## src/rtl/operand_stage.sv

```systemverilog
// ID/EX operand stage: captures register-file read data and forwards EX/WB results.
// It stalls on load-use hazards and issues operands to EX over a valid/ready handshake.
// Define OPERAND_STAGE_PERF_EN to add saturating stall/forward performance counters.
module operand_stage #(
  parameter int XLEN  = 32,
  parameter int RADDR = 5
) (
  input  logic             clk,
  input  logic             rst_n,
  input  logic             in_valid,
  output logic             in_ready,
  input  logic [RADDR-1:0] rs1,
  input  logic [RADDR-1:0] rs2,
  input  logic [XLEN-1:0]  rd1,
  input  logic [XLEN-1:0]  rd2,
  input  logic [RADDR-1:0] rd,
  input  logic [XLEN-1:0]  imm,
  input  logic             use_imm,
  input  logic             reg_write,
  input  logic             mem_read,
  input  logic             mem_write,
  input  logic [RADDR-1:0] ex_rd,
  input  logic             ex_reg_write,
  input  logic             ex_mem_read,
  input  logic [XLEN-1:0]  ex_result,
  input  logic [RADDR-1:0] wb_rd,
  input  logic             wb_we,
  input  logic [XLEN-1:0]  wb_data,
  input  logic             flush,
  output logic             out_valid,
  input  logic             out_ready,
  output logic [XLEN-1:0]  op_a,
  output logic [XLEN-1:0]  op_b,
  output logic [XLEN-1:0]  store_data,
  output logic [RADDR-1:0] out_rd,
  output logic             out_reg_write,
  output logic             out_mem_read,
  output logic             out_mem_write
`ifdef OPERAND_STAGE_PERF_EN
  ,
  output logic [31:0]      stall_cnt,
  output logic [31:0]      fwd_ex_cnt,
  output logic [31:0]      fwd_wb_cnt
`endif
);

  localparam logic [RADDR-1:0] REG_ZERO  = {RADDR{1'b0}};
  localparam logic [XLEN-1:0]  DATA_ZERO = {XLEN{1'b0}};

  function automatic logic [XLEN-1:0] pick_operand(
    input logic            is_x0,
    input logic            ex_hit,
    input logic            wb_hit,
    input logic [XLEN-1:0] ex_val,
    input logic [XLEN-1:0] wb_val,
    input logic [XLEN-1:0] rf_val
  );
    logic [XLEN-1:0] res;
    if (is_x0) begin
      res = DATA_ZERO;
    end else if (ex_hit) begin
      res = ex_val;
    end else if (wb_hit) begin
      res = wb_val;
    end else begin
      res = rf_val;
    end
    return res;
  endfunction

  logic             ex_fwd_ok;
  logic             rs1_x0, rs2_x0;
  logic             rs1_ex_hit, rs2_ex_hit;
  logic             rs1_wb_hit, rs2_wb_hit;
  logic             rs2_used;
  logic             hazard;
  logic             advance;
  logic [XLEN-1:0]  rs1_val, rs2_val;

  logic             out_valid_q, out_valid_d;
  logic [XLEN-1:0]  op_a_q, op_a_d;
  logic [XLEN-1:0]  op_b_q, op_b_d;
  logic [XLEN-1:0]  store_data_q, store_data_d;
  logic [RADDR-1:0] out_rd_q, out_rd_d;
  logic             out_reg_write_q, out_reg_write_d;
  logic             out_mem_read_q, out_mem_read_d;
  logic             out_mem_write_q, out_mem_write_d;

  // Forwarding hit detection, operand selection and load-use hazard; EX beats WB, x0 beats both.
  always_comb begin
    ex_fwd_ok  = ex_reg_write && !ex_mem_read;
    rs1_x0     = (rs1 == REG_ZERO);
    rs2_x0     = (rs2 == REG_ZERO);
    rs1_ex_hit = !rs1_x0 && ex_fwd_ok && (ex_rd == rs1);
    rs2_ex_hit = !rs2_x0 && ex_fwd_ok && (ex_rd == rs2);
    rs1_wb_hit = !rs1_x0 && !rs1_ex_hit && wb_we && (wb_rd == rs1);
    rs2_wb_hit = !rs2_x0 && !rs2_ex_hit && wb_we && (wb_rd == rs2);
    rs1_val    = pick_operand(rs1_x0, rs1_ex_hit, rs1_wb_hit, ex_result, wb_data, rd1);
    rs2_val    = pick_operand(rs2_x0, rs2_ex_hit, rs2_wb_hit, ex_result, wb_data, rd2);
    rs2_used   = !use_imm || mem_write;
    hazard     = in_valid && ex_mem_read && (ex_rd != REG_ZERO) &&
                 ((ex_rd == rs1) || ((ex_rd == rs2) && rs2_used));
    advance    = !out_valid_q || out_ready;
    in_ready   = flush || (advance && !hazard);
  end

  // Next-state selection for the issue register; control bits are cleared whenever nothing issues.
  always_comb begin
    out_valid_d     = out_valid_q;
    op_a_d          = op_a_q;
    op_b_d          = op_b_q;
    store_data_d    = store_data_q;
    out_rd_d        = out_rd_q;
    out_reg_write_d = out_reg_write_q;
    out_mem_read_d  = out_mem_read_q;
    out_mem_write_d = out_mem_write_q;
    if (flush || (advance && hazard) || (advance && !in_valid)) begin
      out_valid_d     = 1'b0;
      out_reg_write_d = 1'b0;
      out_mem_read_d  = 1'b0;
      out_mem_write_d = 1'b0;
    end else if (advance) begin
      out_valid_d     = 1'b1;
      op_a_d          = rs1_val;
      op_b_d          = use_imm ? imm : rs2_val;
      store_data_d    = rs2_val;
      out_rd_d        = rd;
      out_reg_write_d = reg_write;
      out_mem_read_d  = mem_read;
      out_mem_write_d = mem_write;
    end else begin
      out_valid_d     = out_valid_q;
    end
  end

  // Issue register toward EX.
  always_ff @(posedge clk or negedge rst_n) begin
    if (!rst_n) begin
      out_valid_q     <= 1'b0;
      op_a_q          <= DATA_ZERO;
      op_b_q          <= DATA_ZERO;
      store_data_q    <= DATA_ZERO;
      out_rd_q        <= REG_ZERO;
      out_reg_write_q <= 1'b0;
      out_mem_read_q  <= 1'b0;
      out_mem_write_q <= 1'b0;
    end else begin
      out_valid_q     <= out_valid_d;
      op_a_q          <= op_a_d;
      op_b_q          <= op_b_d;
      store_data_q    <= store_data_d;
      out_rd_q        <= out_rd_d;
      out_reg_write_q <= out_reg_write_d;
      out_mem_read_q  <= out_mem_read_d;
      out_mem_write_q <= out_mem_write_d;
    end
  end

  assign out_valid     = out_valid_q;
  assign op_a          = op_a_q;
  assign op_b          = op_b_q;
  assign store_data    = store_data_q;
  assign out_rd        = out_rd_q;
  assign out_reg_write = out_reg_write_q;
  assign out_mem_read  = out_mem_read_q;
  assign out_mem_write = out_mem_write_q;

`ifdef OPERAND_STAGE_PERF_EN
  localparam logic [31:0] CNT_MAX = 32'hFFFF_FFFF;

  logic        accept;
  logic        uses_ex, uses_wb;
  logic [31:0] stall_cnt_q, stall_cnt_d;
  logic [31:0] fwd_ex_cnt_q, fwd_ex_cnt_d;
  logic [31:0] fwd_wb_cnt_q, fwd_wb_cnt_d;

  // Saturating event counters; forwards count once per issued instruction, rs2 only when it is read.
  always_comb begin
    accept  = !flush && advance && !hazard && in_valid;
    uses_ex = rs1_ex_hit || (rs2_used && rs2_ex_hit);
    uses_wb = rs1_wb_hit || (rs2_used && rs2_wb_hit);
    if (!flush && advance && hazard && (stall_cnt_q != CNT_MAX)) begin
      stall_cnt_d = stall_cnt_q + 32'd1;
    end else begin
      stall_cnt_d = stall_cnt_q;
    end
    if (accept && uses_ex && (fwd_ex_cnt_q != CNT_MAX)) begin
      fwd_ex_cnt_d = fwd_ex_cnt_q + 32'd1;
    end else begin
      fwd_ex_cnt_d = fwd_ex_cnt_q;
    end
    if (accept && uses_wb && (fwd_wb_cnt_q != CNT_MAX)) begin
      fwd_wb_cnt_d = fwd_wb_cnt_q + 32'd1;
    end else begin
      fwd_wb_cnt_d = fwd_wb_cnt_q;
    end
  end

  // Counter registers.
  always_ff @(posedge clk or negedge rst_n) begin
    if (!rst_n) begin
      stall_cnt_q  <= 32'd0;
      fwd_ex_cnt_q <= 32'd0;
      fwd_wb_cnt_q <= 32'd0;
    end else begin
      stall_cnt_q  <= stall_cnt_d;
      fwd_ex_cnt_q <= fwd_ex_cnt_d;
      fwd_wb_cnt_q <= fwd_wb_cnt_d;
    end
  end

  assign stall_cnt  = stall_cnt_q;
  assign fwd_ex_cnt = fwd_ex_cnt_q;
  assign fwd_wb_cnt = fwd_wb_cnt_q;
`endif

endmodule

```

## config.mk

```make
export PLATFORM = sky130hd
export DESIGN_NAME = operand_stage
export DESIGN_NICKNAME = d
export VERILOG_FILES = /design/src/rtl/operand_stage.sv
export SDC_FILE = /design/constraint.sdc
export NUM_CORES = 1
export LEC_CHECK = 0
export BUFFER_PORTS_ARGS = -buffer_cell sky130_fd_sc_hd__buf_2
export CAP_MARGIN = 20
export CORE_UTILIZATION = 45
export DETAILED_ROUTE_END_ITERATION = 16
export PLACE_DENSITY_LB_ADDON = 0.15
export SETUP_SLACK_MARGIN = 0.15
export SYNTH_ARGS = -nofsm -noshare
export SYNTH_HDL_FRONTEND = slang
export SYNTH_SLANG_ARGS = --single-unit
```

## constraint.sdc

```tcl
create_clock -name clk -period 2 [get_ports clk]
set_input_delay 0.1 -clock clk [delete_from_list [all_inputs] [get_ports clk]]
set_output_delay 0.1 -clock clk [all_outputs]
set_load 0.01 [all_outputs]
```

# Yosys cells after proc, flatten, opt, wreduce, memory -nomap -nowiden
# Cells that the tools add are included.
# word_totals
ff_bits	105
latchBits	0
ramBits	0
rom_bits	0
out_inout_bits	106
elab_cells	66
mem_count	0
# op_classes
add_sub_neg	0
n_mul	0
div	0
order_cmp	0
eq_ne	4
shift	0
mux	15
n_bitwise	1
n_reduce_logical	38
# ops
cell	n
2-to-1 mux 32 bit	7
== test 5 bit	4
logical AND 1 bit	18
logical NOT 5 bit	2
logical NOT 1 bit	9
2-to-1 mux 1 bit	8
logical OR 1 bit	6
nonzero test 5 bit	1
AND reduction 2 bit	1
nonzero test 2 bit	1
NOT 1 bit	1

# Depth between registers and ports, before layout
# Gate-level depths: netlist of the first run.
# logic_depth
depth_word	12
ltp_mapped	8

# Worst setup path after synthesis of the first run
# No wires, ideal clock.
# synth_timing
path_kind	input port to flip-flop
startpoint	input ex_rd[0]
endpoint	register out_rd_q[0] (netlist: out_rd[0])
arrival_ns	1.548
t_required_ns	1.872
path_slack_ns	0.324
cell_stages	5
path_buffers	1
cell_sequence	or3_1 -> o311a_1 -> a21oi_2 -> buf_2 -> mux2_1
# synth_via
elab_chain_cells	9
# synth_rtl
item	line	text
from (decl)	22	input logic [RADDR-1:0] ex_rd,
== test 5 bit	102	((ex_rd == rs1) || ((ex_rd == rs2) && rs2_used));
logical AND 1 bit	102	
logical OR 1 bit	102	
logical AND 1 bit *	101	hazard = in_valid && ex_mem_read && (ex_rd != REG_ZERO) &&
logical AND 1 bit *	117	if (flush || (advance && hazard) || (advance && !in_valid)) begin
logical OR 1 bit * (2 in a row)	117	
NOT 1 bit (no source line) *	n/a	
AND reduction 2 bit (no source line) *	n/a	
to (signal assigned)	152	out_rd_q <= out_rd_d;
to (decl)	84	logic [RADDR-1:0] out_rd_q, out_rd_d;
# Mark *: on every way between the ends. The rest lies on a longest branch, timed or not.
# A chain may end at the register's enable or synchronous reset.

# Worst setup path after layout of the first run
# layout_timing
startpoint	input rs2[1]
endpoint	output in_ready
# layout_via
elab_chain_cells	7
# layout_rtl
item	line	text
from (decl)	13	input logic [RADDR-1:0] rs2,
== test 5 bit	102	
logical AND 1 bit	102	
logical OR 1 bit	102	
logical AND 1 bit	101	
logical NOT 1 bit	104	in_ready = flush || (advance && !hazard);
logical AND 1 bit	104	
logical OR 1 bit	104	
to (decl)	11	output logic in_ready,
# Every way passes these cells.

==> flow_summary.yaml, run 1 <==
outcome:
  run_status: "finished, final reports clean"
critical_path:
  arrival_time_reported_for_the_critical_path_endpoint_ns: 1.54
  timing.critical_path.slowest_stage_cell: "sky130_fd_sc_hd__nor3_4"
  category_of_the_critical_setup_timing_path: "primary input to primary output"
  cells_on_worst_reg2reg_path: 6
  endpoint: "in_ready"
  worstPathMaxFanout: 5
  reg2reg_to: "out_rd[3]"
  crit_path_start_kind: "primary input"
  worst_setup_sp: "rs2[1]"
  slowest_delay_ns: 0.29
  worst_path_most_repeated_cell: "sky130_fd_sc_hd__buf_2"
  reg2reg_from: "out_valid"
  worst_ep_required_time_ns: 1.90
  reg2reg_slack_ns: 0.39
  critPathCaptureType: "primary output"
  path_cells: "buf_2, xor2_1, nor3_4, o2bb2ai_1, buf_4, nand2_1, a21o_1, buf_2"
power_and_ir_drop:
  netSwitchingFraction_pct: 33.96
  intPower_w: 0.004379
  netSwitchingPower_w: 0.002252
  pwr_density_cell_mw_per_mm2: 710.8
  power_frac_comb_pct: 30.7
  pwr-share-seq_pct: 41.1
  clock_power_share_pct: 28.3
  leakage_nw: 4.675
  ir_worst_vdd_mv: 0.4094
  design_power_total_w: 0.006631
layout:
  final_core_util_pct: 61.59
  drive_gt1_share_pct: 34.71
  fillerInstances: 1377
  final-seq-area_mm2: 0.002628
  final_nets: 1281
  flow.area_growth_from_synthesis_pct: 34.08
  multi_input_gate_area_in_the_final_layout_mm2: 0.003506
  design_area_mm2: 0.009329
yosys:
  syn_area_per_cell_um2: 8.741
  mappedNetlistNets: 993
  synth-edff-count: 0
  synthFlopType: "sky130_fd_sc_hd__dfrtp_1"
  ys.warnings.count: 0
  synth_cell_type_count: 47
  yosysSeqAreaShare_pct: 37.76
  syn_area_mm2: 0.006958
  yosys_register_bits: 105
  async_set_or_reset_flop_fraction_in_the_synthesized_netlist_pct: 100.0
  syn-instance-count: 796
global_routing:
  grt_pass1_wl_um: 40280
  number_of_antenna_violations_at_the_first_check_in_global_routing: 1
  grt_start_max_net_pins: 66
  number_of_global_route_vias_before_repair: 7110
  grt_use_total_pct: 33.07
  grt_overflow: 0
sta:
  layout_min_cycle_time_ns: 1.640
  slew-limit-headroom_pct: 68.64
  rsz0062_at_grt: "no"
  timing_hold_violations_final: 0
  report.final.slew_viol_count: 0
  timing.clock.skew_ns: 0.003761
  finalCritPeriodShare_pct: 82.02
  fmax_ghz: 0.6096
  fin_tns_setup_ns: 0
  worst-slew-pin-transition_ns: 0.4689
  holdWs_ns: 0.02995
  count_of_endpoints_failing_setup_in_the_final_report: 0
min_path:
  hold_path.class: "primary input to flip-flop"
routing:
  routed-via-count: 7703
  drt_drc_violations_left: 0
  drt_first_iter_violations: 611
  first_pass_iters: 5
  vias_per_cell: 6.027
  route.antenna.remaining_nets: 0
  route.final.wire_length_um: 26470
  route.detailed.wl_per_inst_um: 20.71
floorplanning:
  dieHeight_um: 126.3
  fp.coreArea_mm2: 0.01515
  floorplan.die.width_um: 126.3
  floorplan.io_pins: 303
  die_area_mm2: 0.01596
  num_rows: 45
  initial_standard_cell_utilization_of_the_core_pct: 45.94
clocking:
  cts_tree: "done"
  cts.path.max_buffers: 2
  numCtsBuffers: 9
  cts.sink_count: 105
  clk_tree_root_cell: "sky130_fd_sc_hd__clkbuf_16"
  h-tree-depth: 3
  worst_skew_pair.late_latency_ns: 0.35
  clkTransAtPathRegs_ns: 0.07
  postCtsResizedCells: 0
job:
  timing.max_cap.violations: 0
placement:
  place.port_buffers: 302
  place.gp.congestion: 0.9329
  dpl_cell_area_mm2: 0.008917
  detailed_place_hpwl_um: 19490
==> worst max-delay path, delay by kind of cell <==
kind / cells / cell delay (ns)
AOI/OAI and AO/OA: 2 / 0.35
xor gates and xnor gates: 1 / 0.19
buffers and inverters: 3 / 0.43
and+or+nand+nor: 2 / 0.46
==> power by group through the flow <==
stage / logic [W] / clock network (W) / registers (W)
after global routing: 0.00221 / 0.00199 / 0.00276
after global placement: 0.00197 / 0 / 0.00276
after CTS: 0.00203 / 0.00190 / 0.00272
final: 0.00204 / 0.00187 / 0.00272
after detailed placement: 0.00201 / 0 / 0.00275
after floorplan: 0.000812 / 0 / 0.00291
==> per-stage QoR <==
step / std cells / setup slack [ns]
final: 1278 / 0.3595
after global routing: 1278 / 0.2647
after CTS: 1275 / 0.2313
after detailed placement: 1250 / 0.04752
after global placement: 1250 / 0.07990
after floorplan: 796 / 0.3244
==> cell usage after synthesis, drive strengths merged (5+ instances only) <==
| library cell | number | area share (%) |
|---|---|---|
| inv | 129 | 7.0 |
| dfrtp | 105 | 38 |
| a31oi | 64 | 5.8 |
| clkbuf | 63 | 3.5 |
| o31ai | 62 | 6.7 |
| a21oi | 34 | 2.5 |
| nand2 | 34 | 1.8 |
| o21ai | 34 | 2.4 |
| o211ai | 33 | 3.6 |
| a21boi | 32 | 3.5 |
| a32o | 32 | 4.6 |
| a32oi | 32 | 4.0 |
| mux2i | 32 | 4.6 |
| and3 | 31 | 2.8 |
| buf | 18 | 2.0 |
| xnor2 | 12 | 1.5 |
| xor2 | 8 | 1.0 |
| mux2 | 5 | 0.81 |
==> what timing repair did <==
item	in CTS	in global routing
hold endpoints to repair	113	0
setup buffers	0	2
hold buffers	9	0
endpoints found under the setup margin	0	3
==> routing by layer <==
metal / share of wire (%) / wire, um / track usage [%] / up-vias
li1: - / - / - / 3507
met1: 43 / 11320 / 45.90 / 3715
met2: 46 / 12210 / 51.45 / 422
met3: 7.7 / 2044 / 4.808 / 59
met4: 3.4 / 892 / 14.53 / 0
met5: 0 / 0 / 0 / -
==> area by class of cell <==
type	instances	share of cell area, %
multi-input combinational	481	37.58
sequential	105	28.17
timing repair buffer	358	23.26
inverter	129	5.190
tap	188	2.521
clock buffer	9	2.414
clock inverter	7	0.8450
antenna	1	0.02682
==> worst min path at each step <==
stage                                to  slack [ns]      start  depth (start not counted)
final                     out_mem_write        0.03  mem_write                          2
after global routing      out_mem_write        0.01  mem_write                          2
after CTS                 out_mem_write        0.02  mem_write                          2
after detailed placement        op_b[3]       -0.04      rst_n                          1
after global placement          op_b[3]       -0.03      rst_n                          1
after floorplan                 op_a[0]       -0.20      rst_n                          0
==> cell usage in the layout (no fill, tap or decap), drive strengths merged, types with 2 or more instances in the layout <==
master / synthesis / layout
a21o: 3 / 3
xor2: 8 / 8
inv: 129 / 131
nor2: 4 / 4
a21boi: 32 / 32
a32oi: 32 / 32
a22o: 4 / 4
or2: 2 / 2
nand2b: 2 / 2
mux2: 5 / 5
a21oi: 34 / 34
nand2: 34 / 34
and3: 31 / 31
a211oi: 2 / 2
o31ai: 62 / 62
dlygate4sd3: 0 / 9
clkbuf: 63 / 9
a31oi: 64 / 64
mux2i: 32 / 32
nand4: 2 / 2
a32o: 32 / 32
xnor2: 12 / 12
o21ai: 34 / 34
clkinvlp: 0 / 2
clkinv: 0 / 2
buf: 18 / 349
dfrtp: 105 / 105
nor3: 4 / 4
o211ai: 33 / 33
==> registers in the layout, summed over array words and instances (netlist names) <==
name,flops
op_a,32
op_b,32
store_data,32
out_rd,5
out_mem_read,1
out_mem_write,1
out_reg_write,1
out_valid,1
==> logic make-up (layout without fill, tap and decap cells) <==
group / Yosys count / after routing / share of synthesized area (%)
compound gates: 336 / 336 / 34.83
xor+xnor: 20 / 20 / 2.518
buf+inv: 210 / 503 / 12.41
flops: 105 / 105 / 37.76
mux: 37 / 37 / 5.413
other cells: 0 / 1 / 0
simple gates: 88 / 88 / 7.067
No activity file was read; power rests on OpenSTA's default activity.
==> inputs of run 2 (changes only) <==
--- a/config.mk
+++ b/config.mk
@@ -5,9 +5,10 @@
 export SDC_FILE = /design/constraint.sdc
 export NUM_CORES = 1
 export LEC_CHECK = 0
+export ABC_AREA = 1
 export BUFFER_PORTS_ARGS = -buffer_cell sky130_fd_sc_hd__buf_2
 export CAP_MARGIN = 20
-export CORE_UTILIZATION = 45
+export CORE_UTILIZATION = 44
 export DETAILED_ROUTE_END_ITERATION = 16
 export PLACE_DENSITY_LB_ADDON = 0.15
 export SETUP_SLACK_MARGIN = 0.15
==> constraint.sdc (replaced) <==
create_clock -name clk -period 1.4 [get_ports clk]
set_input_delay 0.07 -clock clk [delete_from_list [all_inputs] [get_ports clk]]
set_output_delay 0.07 -clock clk [all_outputs]
set_load 0.01 [all_outputs]
==> run 2 against run 1 <==
Critical path type is now flip-flop to flip-flop. Critical endpoint is now op_b[12]. Register-to-register slack lost 0.35 ns. Routed wire length grew 5.6%. Synthesized area shrank 2.1%. Cell area grew 7.7%. Sequential share of layout area shrank 2.0 points. Combinational power grew 46%. Synthesized cell count grew 36%. Clock skew grew 0.0065 ns. Count of clock-buffer cells in the layout is the same.
==> flow_summary.yaml, run 2 <==
outcome:
  run_status: "finished, final reports clean"
critical_path:
  critPathCaptureType: "flip-flop"
  reg2reg_from: "out_valid"
  worst_setup_sp: "out_valid"
  reg2reg_slack_ns: 0.04
  crit_path_start_kind: "flip-flop"
  arrival_time_reported_for_the_critical_path_endpoint_ns: 1.62
  worst_ep_required_time_ns: 1.66
  category_of_the_critical_setup_timing_path: "flip-flop to flip-flop"
  worstPathMaxFanout: 8
floorplanning:
  floorplan.die.width_um: 126.4
  die_area_mm2: 0.01599
  fp.coreArea_mm2: 0.01515
  floorplan.io_pins: 303
  dieHeight_um: 126.4
  num_rows: 45
  initial_standard_cell_utilization_of_the_core_pct: 44.99
yosys:
  syn_area_mm2: 0.006814
  netlist.area_leader.share_pct: 38.56
  synth_cell_type_count: 27
  synthFlopType: "sky130_fd_sc_hd__dfrtp_1"
  yosysSeqAreaShare_pct: 38.56
  synth.most_common_cell: "sky130_fd_sc_hd__nand2_1"
  syn-instance-count: 1084
  yosys_register_bits: 105
  ys.warnings.count: 0
  async_set_or_reset_flop_fraction_in_the_synthesized_netlist_pct: 100.0
  syn_area_per_cell_um2: 6.286
  synthTopCellsByCount: "448 x sky130_fd_sc_hd__nand2_1, 233 x sky130_fd_sc_hd__nand3_1, 107 x sky130_fd_sc_hd__inv_1"
  mappedNetlistNets: 1281
  netlist_top_cells_area: "sky130_fd_sc_hd__dfrtp_1 39%, sky130_fd_sc_hd__nand2_1 25%, sky130_fd_sc_hd__nand3_1 17%, sky130_fd_sc_hd__inv_1 5.9%, sky130_fd_sc_hd__o21ai_0 3.1%"
  synth-edff-count: 0
  netlist.top_cell.by_area: "sky130_fd_sc_hd__dfrtp_1"
sta:
  count_of_endpoints_failing_setup_in_the_final_report: 0
  report.final.slew_viol_count: 0
  layout_min_cycle_time_ns: 1.357
  timing.clock.skew_ns: 0.01028
  finalWorstSetupSlack_ns: 0.04324
  rsz0062_at_grt: "yes"
  slew-limit-headroom_pct: 76.23
  timing_hold_violations_final: 0
  finalCritPeriodShare_pct: 96.91
  worst-slew-pin-transition_ns: 0.3566
  fmax_ghz: 0.7371
clocking:
  cts.path.max_buffers: 2
  cts.sink_count: 105
  clkTransAtPathRegs_ns: 0.08
  numCtsBuffers: 9
  worst_skew_pair.late_latency_ns: 0.36
  cts_tree: "done"
  clk_tree_root_cell: "sky130_fd_sc_hd__clkbuf_16"
  h-tree-depth: 3
power_and_ir_drop:
  ir_worst_vdd_mv: 0.5941
  netSwitchingFraction_pct: 34.23
  intPower_w: 0.006415
  netSwitchingPower_w: 0.003339
  leakage_nw: 5.895
  pwr-share-seq_pct: 39.9
  clock_power_share_pct: 29.5
  power_frac_comb_pct: 30.6
  pwr_density_cell_mw_per_mm2: 971.1
global_routing:
  grt_use_total_pct: 34.22
  grt_pass1_wl_um: 41770
  number_of_antenna_violations_at_the_first_check_in_global_routing: 5
  number_of_global_route_vias_before_repair: 8051
  grt_start_max_net_pins: 43
  grt_overflow: 0
routing:
  routed-via-count: 8617
  drt_drc_violations_left: 0
  route.detailed.wl_per_inst_um: 17.46
  vias_per_cell: 5.382
  route.antenna.remaining_nets: 0
  drt_first_iter_violations: 599
  route.final.wire_length_um: 27960
  first_pass_iters: 5
placement:
  detailed_place_hpwl_um: 20080
  place.port_buffers: 302
  dpl_cell_area_mm2: 0.008770
  dp_worst_setup_slack_ns: -0.2772
  place.gp.congestion: 0.9963
layout:
  flow.area_growth_from_synthesis_pct: 47.41
  final_cell_mix: "385 x sky130_fd_sc_hd__nand2_1, 301 x sky130_fd_sc_hd__buf_2, 232 x sky130_fd_sc_hd__nand3_1"
  drive_gt1_share_pct: 35.44
  layout.cells.most_common: "sky130_fd_sc_hd__nand2_1"
  design_area_mm2: 0.01004
  final_nets: 1601
job:
  timing.max_cap.violations: 0
min_path:
  hold_path.class: "primary input to flip-flop"
  worstHoldStart: "imm[6]"
[run 2: logic make-up (layout without fill, tap and decap cells)]
logic type / Yosys count / count (layout) / share of synthesized area (%)
AOI/OAI and AO/OA: 70 / 70 / 5.215
and+or+nand+nor: 720 / 720 / 44.23
xor gates and xnor gates: 8 / 8 / 1.028
other: 0 / 5 / 0
DFF: 105 / 105 / 38.56
buffers and inverters: 181 / 505 / 10.96
[run 2: what timing repair did]
item / 4_1_cts / 5_1_grt
endpoints found under the hold margin: 115 / 0
setup endpoints to repair: 104 / 104
gates resized for setup: 34 / 142
pin swaps: 8 / 32
buffers inserted: 7 / 1
gates cloned: 5 / 6
hold buffers: 11 / 0
[run 2: critical path, cell delays in order (launching register included)]
cell and delay (ns):
sky130_fd_sc_hd__dfrtp_1 0.41, sky130_fd_sc_hd__inv_2 0.09, sky130_fd_sc_hd__nor2_4 0.04, sky130_fd_sc_hd__nand2_2 0.08
sky130_fd_sc_hd__nand3_4 0.09, sky130_fd_sc_hd__buf_12 0.16, sky130_fd_sc_hd__buf_12 0.14, sky130_fd_sc_hd__buf_16 0.15
sky130_fd_sc_hd__nand2_1 0.06, sky130_fd_sc_hd__nand2_1 0.05
[run 2: power by group through the flow]
| stage | Combinational [W] | Sequential, W | Clock, W |
|---|---|---|---|
| 2_1_floorplan | 0.00103 | 0.00406 | 0 |
| 3_3_place_gp | 0.00250 | 0.00385 | 0 |
| 3_5_place_dp | 0.00253 | 0.00385 | 0 |
| 4_1_cts | 0.00270 | 0.00381 | 0.00290 |
| 5_1_grt | 0.00326 | 0.00394 | 0.00302 |
| 6_report | 0.00298 | 0.00389 | 0.00288 |
[run 2: final timing paths]
path,endpoint,cells after the start
setup / recovery,op_b[12],9
hold / removal,op_b[6],5
setup reg to reg,op_b[12],9
hold reg to reg,op_b[4],2
max in group asynchronous,op_a[0],3
min in group asynchronous,op_b[23],2
[run 2: through the flow]
step | std cells | utilization, % | TNS, ns | hold WS [ns] | power (W)
3_5_place_dp | 1551 | 57.90 | -19.29 | -0.01280 | 0.006379
5_1_grt | 1601 | 66.32 | -0.09428 | 0.01948 | 0.01023
2_1_floorplan | 1084 | - | 0 | -0.2256 | 0.005086
3_3_place_gp | 1551 | 57.90 | -17.68 | -0.01256 | 0.006341
6_report | 1601 | 66.32 | 0 | 0.008008 | 0.009754
4_1_cts | 1589 | 62.68 | 0 | 0.004747 | 0.009404
[run 2: cell type report]
| cell class | count | area, um^2 |
|---|---|---|
| diodes | 5 | 12.51 |
| clock buffers | 9 | 225.2 |
| clock inverters | 6 | 101.3 |
| fillers | 1421 | 5101 |
| inverters | 112 | 439.2 |
| multi-input cells | 798 | 3896 |
| flip-flops and latches | 105 | 2628 |
| well taps | 188 | 235.2 |
| repair buffers | 378 | 2507 |
[run 2: layer usage]
layer	routed length [um]	global-route usage, %	part of all wire, %	vias to the layer above
li1	-	-	-	4063
met1	10470	39.81	37	3968
met2	13710	60.12	49	483
met3	2273	5.103	8.1	103
met4	1511	19.84	5.4	0
met5	0	0	0	-
